`src/rtl/mem_stage.sv`:
```
// ---------------------------------------------------------------------------
// mem_stage: memory-access stage of the RISC-V pipeline.
//   EX cycle : decodes the ALU result into a data-memory word address,
//              lane-replicates store data, builds byte enables and drives the
//              synchronous data memory combinationally.
//   M cycle  : registered copy of the instruction; extracts/extends the load
//              data returned by memory and selects the writeback value, which
//              also serves as the forwarding value to the ALU.
// Ports:
//   clk, rst (synchronous, active-low)
//   ex_*      : EX-stage instruction fields (valid, alu_out, rs2, pc4, rd,
//               reg_wen, mem_rd, mem_wr, funct3, wb_sel)
//   stall     : hold the M register, issue no memory access
//   flush     : kill the EX instruction (wins over stall)
//   dmem_*    : data memory enable, byte write enables, word address,
//               write data, read data (valid the cycle after dmem_en)
//   wb_*      : M-stage valid / write enable / rd / writeback data
//   misalign  : M-stage instruction was a misaligned memory access
// ---------------------------------------------------------------------------
module mem_stage #(
    parameter int unsigned AWIDTH   = 14,
    parameter logic [3:0]  DMEM_TAG = 4'b0001
) (
    input  logic              clk,
    input  logic              rst,
    input  logic              ex_valid,
    input  logic [31:0]       ex_alu_out,
    input  logic [31:0]       ex_rs2,
    input  logic [31:0]       ex_pc4,
    input  logic [4:0]        ex_rd,
    input  logic              ex_reg_wen,
    input  logic              ex_mem_rd,
    input  logic              ex_mem_wr,
    input  logic [2:0]        ex_funct3,
    input  logic [1:0]        ex_wb_sel,
    input  logic              stall,
    input  logic              flush,
    output logic              dmem_en,
    output logic [3:0]        dmem_we,
    output logic [AWIDTH-1:0] dmem_addr,
    output logic [31:0]       dmem_din,
    input  logic [31:0]       dmem_dout,
    output logic              wb_valid,
    output logic              wb_wen,
    output logic [4:0]        wb_rd,
    output logic [31:0]       wb_data,
    output logic              misalign
);

    // M-stage pipeline register payload
    typedef struct packed {
        logic        valid;
        logic [4:0]  rd;
        logic        reg_wen;
        logic        mem_rd;
        logic        hit;
        logic [2:0]  funct3;
        logic [1:0]  off;
        logic [1:0]  wb_sel;
        logic [31:0] alu;
        logic [31:0] pc4;
        logic        mis;
    } m_reg_t;

    m_reg_t      m_q;
    m_reg_t      m_next;

    logic        hit;
    logic [1:0]  off;
    logic        go;
    logic        access;
    logic        mis;
    logic        mis_acc;
    logic [3:0]  we_raw;
    logic [7:0]  byte_sel;
    logic [15:0] half_sel;
    logic [31:0] load_val;

    // EX-cycle decode
    assign hit     = (ex_alu_out[31:28] == DMEM_TAG);
    assign off     = ex_alu_out[1:0];
    assign go      = ex_valid && !stall && !flush;
    assign access  = ex_mem_rd || ex_mem_wr;
    assign mis_acc = mis && access;

    // Alignment check on the access size encoded in funct3
    always_comb begin
        mis = 1'b0;
        case (ex_funct3)
            3'b001, 3'b101: mis = off[0];
            3'b010:         mis = (off != 2'b00);
            default:        mis = 1'b0;
        endcase
    end

    // Store data is replicated across lanes; byte enables pick the lanes
    always_comb begin
        we_raw   = 4'b1111;
        dmem_din = ex_rs2;
        case (ex_funct3[1:0])
            2'b00: begin
                we_raw   = 4'(4'b0001 << off);
                dmem_din = {4{ex_rs2[7:0]}};
            end
            2'b01: begin
                we_raw   = 4'(4'b0011 << off);
                dmem_din = {2{ex_rs2[15:0]}};
            end
            default: begin
                we_raw   = 4'b1111;
                dmem_din = ex_rs2;
            end
        endcase
    end

    assign dmem_addr = ex_alu_out[AWIDTH+1:2];
    assign dmem_en   = go && hit && access && !mis;
    assign dmem_we   = (dmem_en && ex_mem_wr) ? we_raw : 4'b0000;

    // Next M-register contents; misaligned accesses never write rd
    always_comb begin
        m_next         = '0;
        m_next.valid   = ex_valid;
        m_next.rd      = ex_rd;
        m_next.reg_wen = ex_reg_wen && !mis_acc;
        m_next.mem_rd  = ex_mem_rd;
        m_next.hit     = hit;
        m_next.funct3  = ex_funct3;
        m_next.off     = off;
        m_next.wb_sel  = ex_wb_sel;
        m_next.alu     = ex_alu_out;
        m_next.pc4     = ex_pc4;
        m_next.mis     = mis_acc;
    end

    // M register: reset, then flush (bubble), then stall (hold)
    always_ff @(posedge clk) begin
        if (!rst) begin
            m_q <= '0;
        end else if (flush) begin
            m_q <= '0;
        end else if (!stall) begin
            m_q <= m_next;
        end
    end

    // Load extraction from the word returned by memory
    always_comb begin
        byte_sel = 8'h00;
        half_sel = m_q.off[1] ? dmem_dout[31:16] : dmem_dout[15:0];
        load_val = dmem_dout;
        case (m_q.off)
            2'b00:   byte_sel = dmem_dout[7:0];
            2'b01:   byte_sel = dmem_dout[15:8];
            2'b10:   byte_sel = dmem_dout[23:16];
            default: byte_sel = dmem_dout[31:24];
        endcase
        case (m_q.funct3)
            3'b000:  load_val = {{24{byte_sel[7]}}, byte_sel};
            3'b001:  load_val = {{16{half_sel[15]}}, half_sel};
            3'b100:  load_val = {24'h000000, byte_sel};
            3'b101:  load_val = {16'h0000, half_sel};
            default: load_val = dmem_dout;
        endcase
        // Loads outside the data-memory region read as zero
        if (!(m_q.mem_rd && m_q.hit)) begin
            load_val = 32'h0000_0000;
        end
    end

    // Writeback / forwarding value
    always_comb begin
        wb_data = m_q.alu;
        case (m_q.wb_sel)
            2'b01:   wb_data = load_val;
            2'b10:   wb_data = m_q.pc4;
            default: wb_data = m_q.alu;
        endcase
    end

    assign wb_valid = m_q.valid;
    assign wb_wen   = m_q.valid && m_q.reg_wen;
    assign wb_rd    = m_q.rd;
    assign misalign = m_q.valid && m_q.mis;

endmodule
```
`config.mk`:
```
export PLATFORM = sky130hd
export DESIGN_NAME = mem_stage
export DESIGN_NICKNAME = d
export VERILOG_FILES = /design/src/rtl/mem_stage.sv
export SDC_FILE = /design/constraint.sdc
export NUM_CORES = 1
export LEC_CHECK = 0
export ABC_AREA = 1
export CORE_MARGIN = 5
export CORE_UTILIZATION = 41
export DETAILED_ROUTE_END_ITERATION = 12
export PLACE_DENSITY = 0.82
export REMOVE_ABC_BUFFERS = 1
export SLEW_MARGIN = 25
export SYNTH_ARGS = -nofsm -noshare
export SYNTH_HDL_FRONTEND = slang
export SYNTH_SLANG_ARGS = --single-unit
```
`constraint.sdc`:
```
create_clock -name clk -period 1.8 [get_ports clk]
set_input_delay 0.36 -clock clk [delete_from_list [all_inputs] [get_ports clk]]
set_output_delay 0.36 -clock clk [all_outputs]
set_load 0.02 [all_outputs]
```
# Yosys cells after proc, flatten, opt, wreduce, memory -nomap -nowiden
# Cells that the tools add are included.
# Widths: inputs -> output; s select.
# word_totals
register_bits,81
input_bits,146
out_inout_bits,91
word_cells,57
# classes
n_eq_ne,12
shift,2
mux,9
bitwise_logic,1
n_reduce_logical,22
# op_table
operator,n
$pmux 32 s2,2
$pmux 32 s4,1
$mux 32,1
$pmux 8 s3,1
$mux 16,1
$logic_and 1x1->1,11
$eq 3x3->1 const B,3
$pmux 4 s2,1
$eq 2x1->1 const B,3
$eq 3x1->1 const B,2
$eq 2x2->1 const B,2
$eq 4x1->1 const B,1
$logic_not 1->1,4
$logic_not 2->1,2
$mux 4,1
$reduce_or 2->1,2
$shl 1x2->4 const A,1
$shl 2x2->4 const A,1
$eq 3x2->1 const B,1
$logic_not 3->1,1
$pmux 1 s2,1
$reduce_bool 2->1,1
$logic_or 1x1->1,1
$not 1->1,1

# Depth between registers and ports, before layout
# depth
ltp_word,8
ltp_mapped,9
mapped_depth_nobuf,8

# Worst setup path before layout
# OpenSTA, ideal clock, no wires.
# synth_timing
path_kind,input to output
from,in ex_funct3[1]
to,out dmem_we[0]
arrival_ps,1613
required_ps,1440
setup_slack_ps,-173
cell_stages,7
path_buffers,1
cell_sequence,buf_2 > inv_1 > nand2_2 > o21ai_1 > nor3_2 > nand2_1 > a21oi_1
# synth_via
elab_chain_cells,7
elab_cells_between_ends,12
cone_classes,eq/ne (4); mux (3); reduce/logical (5)
# synth_lines
item,line,text
"start, declared",34,"input logic [2:0] ex_funct3,"
$eq 3x1->1 / $eq 3x3->1 (equally long branches),89,case (ex_funct3)
$reduce_or 2->1,89,
$pmux 1 s2 (*),89,
$logic_not 1->1 (*),117,assign dmem_en = go && hit && access && !mis;
$logic_and 1x1->1 (*),117,
named net dmem_en,38,"output logic dmem_en,"
$logic_and 1x1->1 (*),118,assign dmem_we = (dmem_en && ex_mem_wr) ? we_raw : 4'b0000;
$mux 4 (*),118,
"end, declared",39,"output logic [3:0] dmem_we,"
# The timed path passes the listed nets; every way through them passes the cells marked *.

# Final worst setup path
# layout_timing
from,reg m_q[66] in the netlist's numbering
to,out wb_data[28]
# layout_via
elab_chain_cells,2
elab_cells_between_ends,3
cone_classes,eq/ne (2); mux (1)
# layout_lines
item,line,text
"start, declared",65,m_reg_t m_q;
"start signal, assigned",143,m_q <= m_next;
$eq 2x2->1 / $eq 2x1->1 (equally long branches),174,case (m_q.wb_sel)
$pmux 32 s2 (*),174,
"end, declared",46,"output logic [31:0] wb_data,"
# Every way passes the cells marked *; elsewhere a longest branch is shown, timed or not.

==> qor.txt <==
top achievable clock speed - 471.5 MHz
Syn Area/Cell - 6.223 µm²
Via density - 5.296
Worst setup SP type - flip-flop
Synth area leaders - dfxtp_1 (33%), nand2_1 (19%), a21oi_1 (16%)
global placement routability congestion - 0.8941
I/O pins - 237
fin crit period - 2.121 ns
Worst slew margin - 39.86%
count of cell types in the netlist - 27
nets - 1,182
largest buffer count on any clock path - 2
Starting Density - 41.60%
number of max-cap violations - 0
ys async rst share - 0%
Crit Path Max Fanout - 15
Die W - 117.4 µm
Worst-Margin Slew - 0.9021 ns
CTS buffer count - 9
drt initial violations - 486
clock-pin transition on the worst setup and hold timing paths - 0.06 ns
crit end category - primary output
largest net degree at the start of global routing - 83
leading area contributor after synthesis - dfxtp_1
Setup-failing EPs final - 32
failing checks - setup timing
gr ovfl total - 0
Ys Warns - 0
Power Density - 654.4 nW/µm²
Core Footprint - 11,370 µm²
Fin. Hold Viols - 0
H-tree levels - 3
DR vias - 6,260
fin cells - 1,182
Fillers - 889
share of the synthesized area in the top cell type - 33.44%
Synth Instances - 760
most numerous cell in the Yosys netlist - nand2_1
Post-synth EDFFs - 0
first drt pass iteration count - 5
IO buf count - 236
Routed WL - 20,170 µm
worst skew pair latency - 0.33 ns
chip height - 117.4 µm
# placed instances - 1,136
Post-synth top cells - nand2_1 (234), a21oi_1 (154), dfxtp_1 (79)
initial antenna violation count - 1
Seq/Total Area, Yosys - 33.44%
Area after DPL - 7510 µm²
FF+latch area - 1597 µm²
flops & latches, synth - 79
Top FF cell, synth - dfxtp_1
Row Count - 39
data required time of the critical path - 1.44 ns
post-DP HPWL - 13,180 µm
worst min path class - in2reg
fin area - 8502 µm²
synth-to-layout area growth - 79.76%
first-pass GRT wire length - 31,300 µm
Max rail drop VDD - 623.4 µV
area of the multi-input gates - 3002 µm²
CTS Sinks - 79
clk root buf - clkbuf_16
Data arrival, critical path - 1.76 ns
Post-Syn Area - 4730 µm²
Post-DRT Antenna Nets - 0
die area - 13,780 µm²
vias in the first global route - 6,055
Tcrit/Tclk final - 117.8%
status - complete, but fails checks
All-Layer GR Usage - 27.35%
CTS tree - done
share of cells above drive strength 1 - 29.09%
R2R setup slack - 0.94 ns
Max Slew Vio Count - 0
# DRC - 0
leak pwr - 3.678 nW
WL/cell - 17.07 µm
unrepaired setup endpoints after global routing - yes
clk_skew - 0 ns
CP Class - reg2out
final setup margin - -0.3210 ns
## sequential cells by signal, summed over array words and instances, names as in the netlist
register / flops
wb_valid: 1
m_q: 73
wb_rd: 5
## report_power, final
group          switching (mW)  total, mW  internal, mW  leakage [nW]
Clock                   0.715       1.96          1.24         0.155
Combinational           0.905       1.76         0.859          2.88
Sequential             0.0401       1.85          1.80         0.647
## critical path, cell delays in order, from the launching register on
cell	delay [ns]
dfxtp_2	0.34
inv_2	0.07
ha_4	0.14
nand3_4	0.15
buf_16	0.21
a21oi_2	0.16
nand2_2	0.08
a21oi_2	0.13
buf_4	0.15
## routing by layer
| metal | track usage (%) | part of all wire [%] | vias up |
|---|---|---|---|
| met5 | 0 | 0 | - |
| met4 | 8.412 | 2.4 | 0 |
| met3 | 6.930 | 8.6 | 41 |
| met2 | 46.32 | 50 | 295 |
| met1 | 34.01 | 39 | 2916 |
| li1 | - | - | 3008 |
## cells in the final DEF (no fill, tap or decap), types with 4 or more instances in the layout
cell	instances
nor2_1	59
buf_12	11
a21oi_2	39
o211ai_1	14
nor2_4	7
dlygate4sd2_1	36
clkbuf_2	4
buf_4	106
nand2_1	225
dfxtp_1	73
nand3_1	13
a21oi_4	6
inv_1	25
inv_2	11
buf_2	10
clkbuf_16	10
nand3_4	4
o21ai_0	26
a21oi_1	119
o21ai_2	5
nand2_2	18
nor2_2	9
clkdlybuf4s50_1	133
buf_6	23
clkdlybuf4s15_2	6
## logic make-up (layout without fill, tap and decap cells)
kind of cell | count (synthesis) | in the layout | share of synthesized area (%)
DFF | 79 | 79 | 33.44
other | 0 | 1 | 0
adders and majority gates | 2 | 2 | 0.5290
and+or+nand+nor | 345 | 346 | 29.44
buffers and inverters | 118 | 395 | 12.01
AOI/OAI and AO/OA | 216 | 216 | 24.58
## final cells by class
class                   instances  share of cell area [%]
inverters                      41                   2.001
flip-flops and latches         79                   18.78
repair buffers                339                   38.10
well taps                     143                   2.104
diodes                          1                 0.02943
clock buffers                  11                   2.855
multi-input cells             564                   35.31
clock inverters                 4                  0.8241
## what timing repair did
action	in CTS	in global routing
setup endpoints to repair	82	43
gates resized for setup	402	77
hold buffers	0	0
cloned	4	1
pin swaps	26	20
setup buffers	24	1
## path summary, 6_finish.rpt
path                                     from          end  depth (start not counted)
worst max-delay path                  m_q[66]  wb_data[28]                          8
worst min-delay path            ex_alu_out[0]      m_q[67]                          3
worst max register to register        m_q[34]      m_q[34]                          3
worst min register to register       wb_rd[2]     wb_rd[2]                          2
## per-stage QoR
step                      worst slack, ns  hold WS, ns  TNS, ns  util [%]  total power, mW
final                             -0.3210       0.2917   -8.659     74.78            5.564
after global routing              -0.4420       0.3179   -10.95     74.78            5.779
after CTS                         -0.3087       0.4083   -8.478     72.80            5.496
after detailed placement          -0.9533       0.4517   -45.22     66.05            3.468
after global placement            -0.8755       0.4444   -43.94     66.05            3.458
after floorplan                   -0.7370       0.4367   -19.19         -            2.467
(Power assumes the default switching activity.)
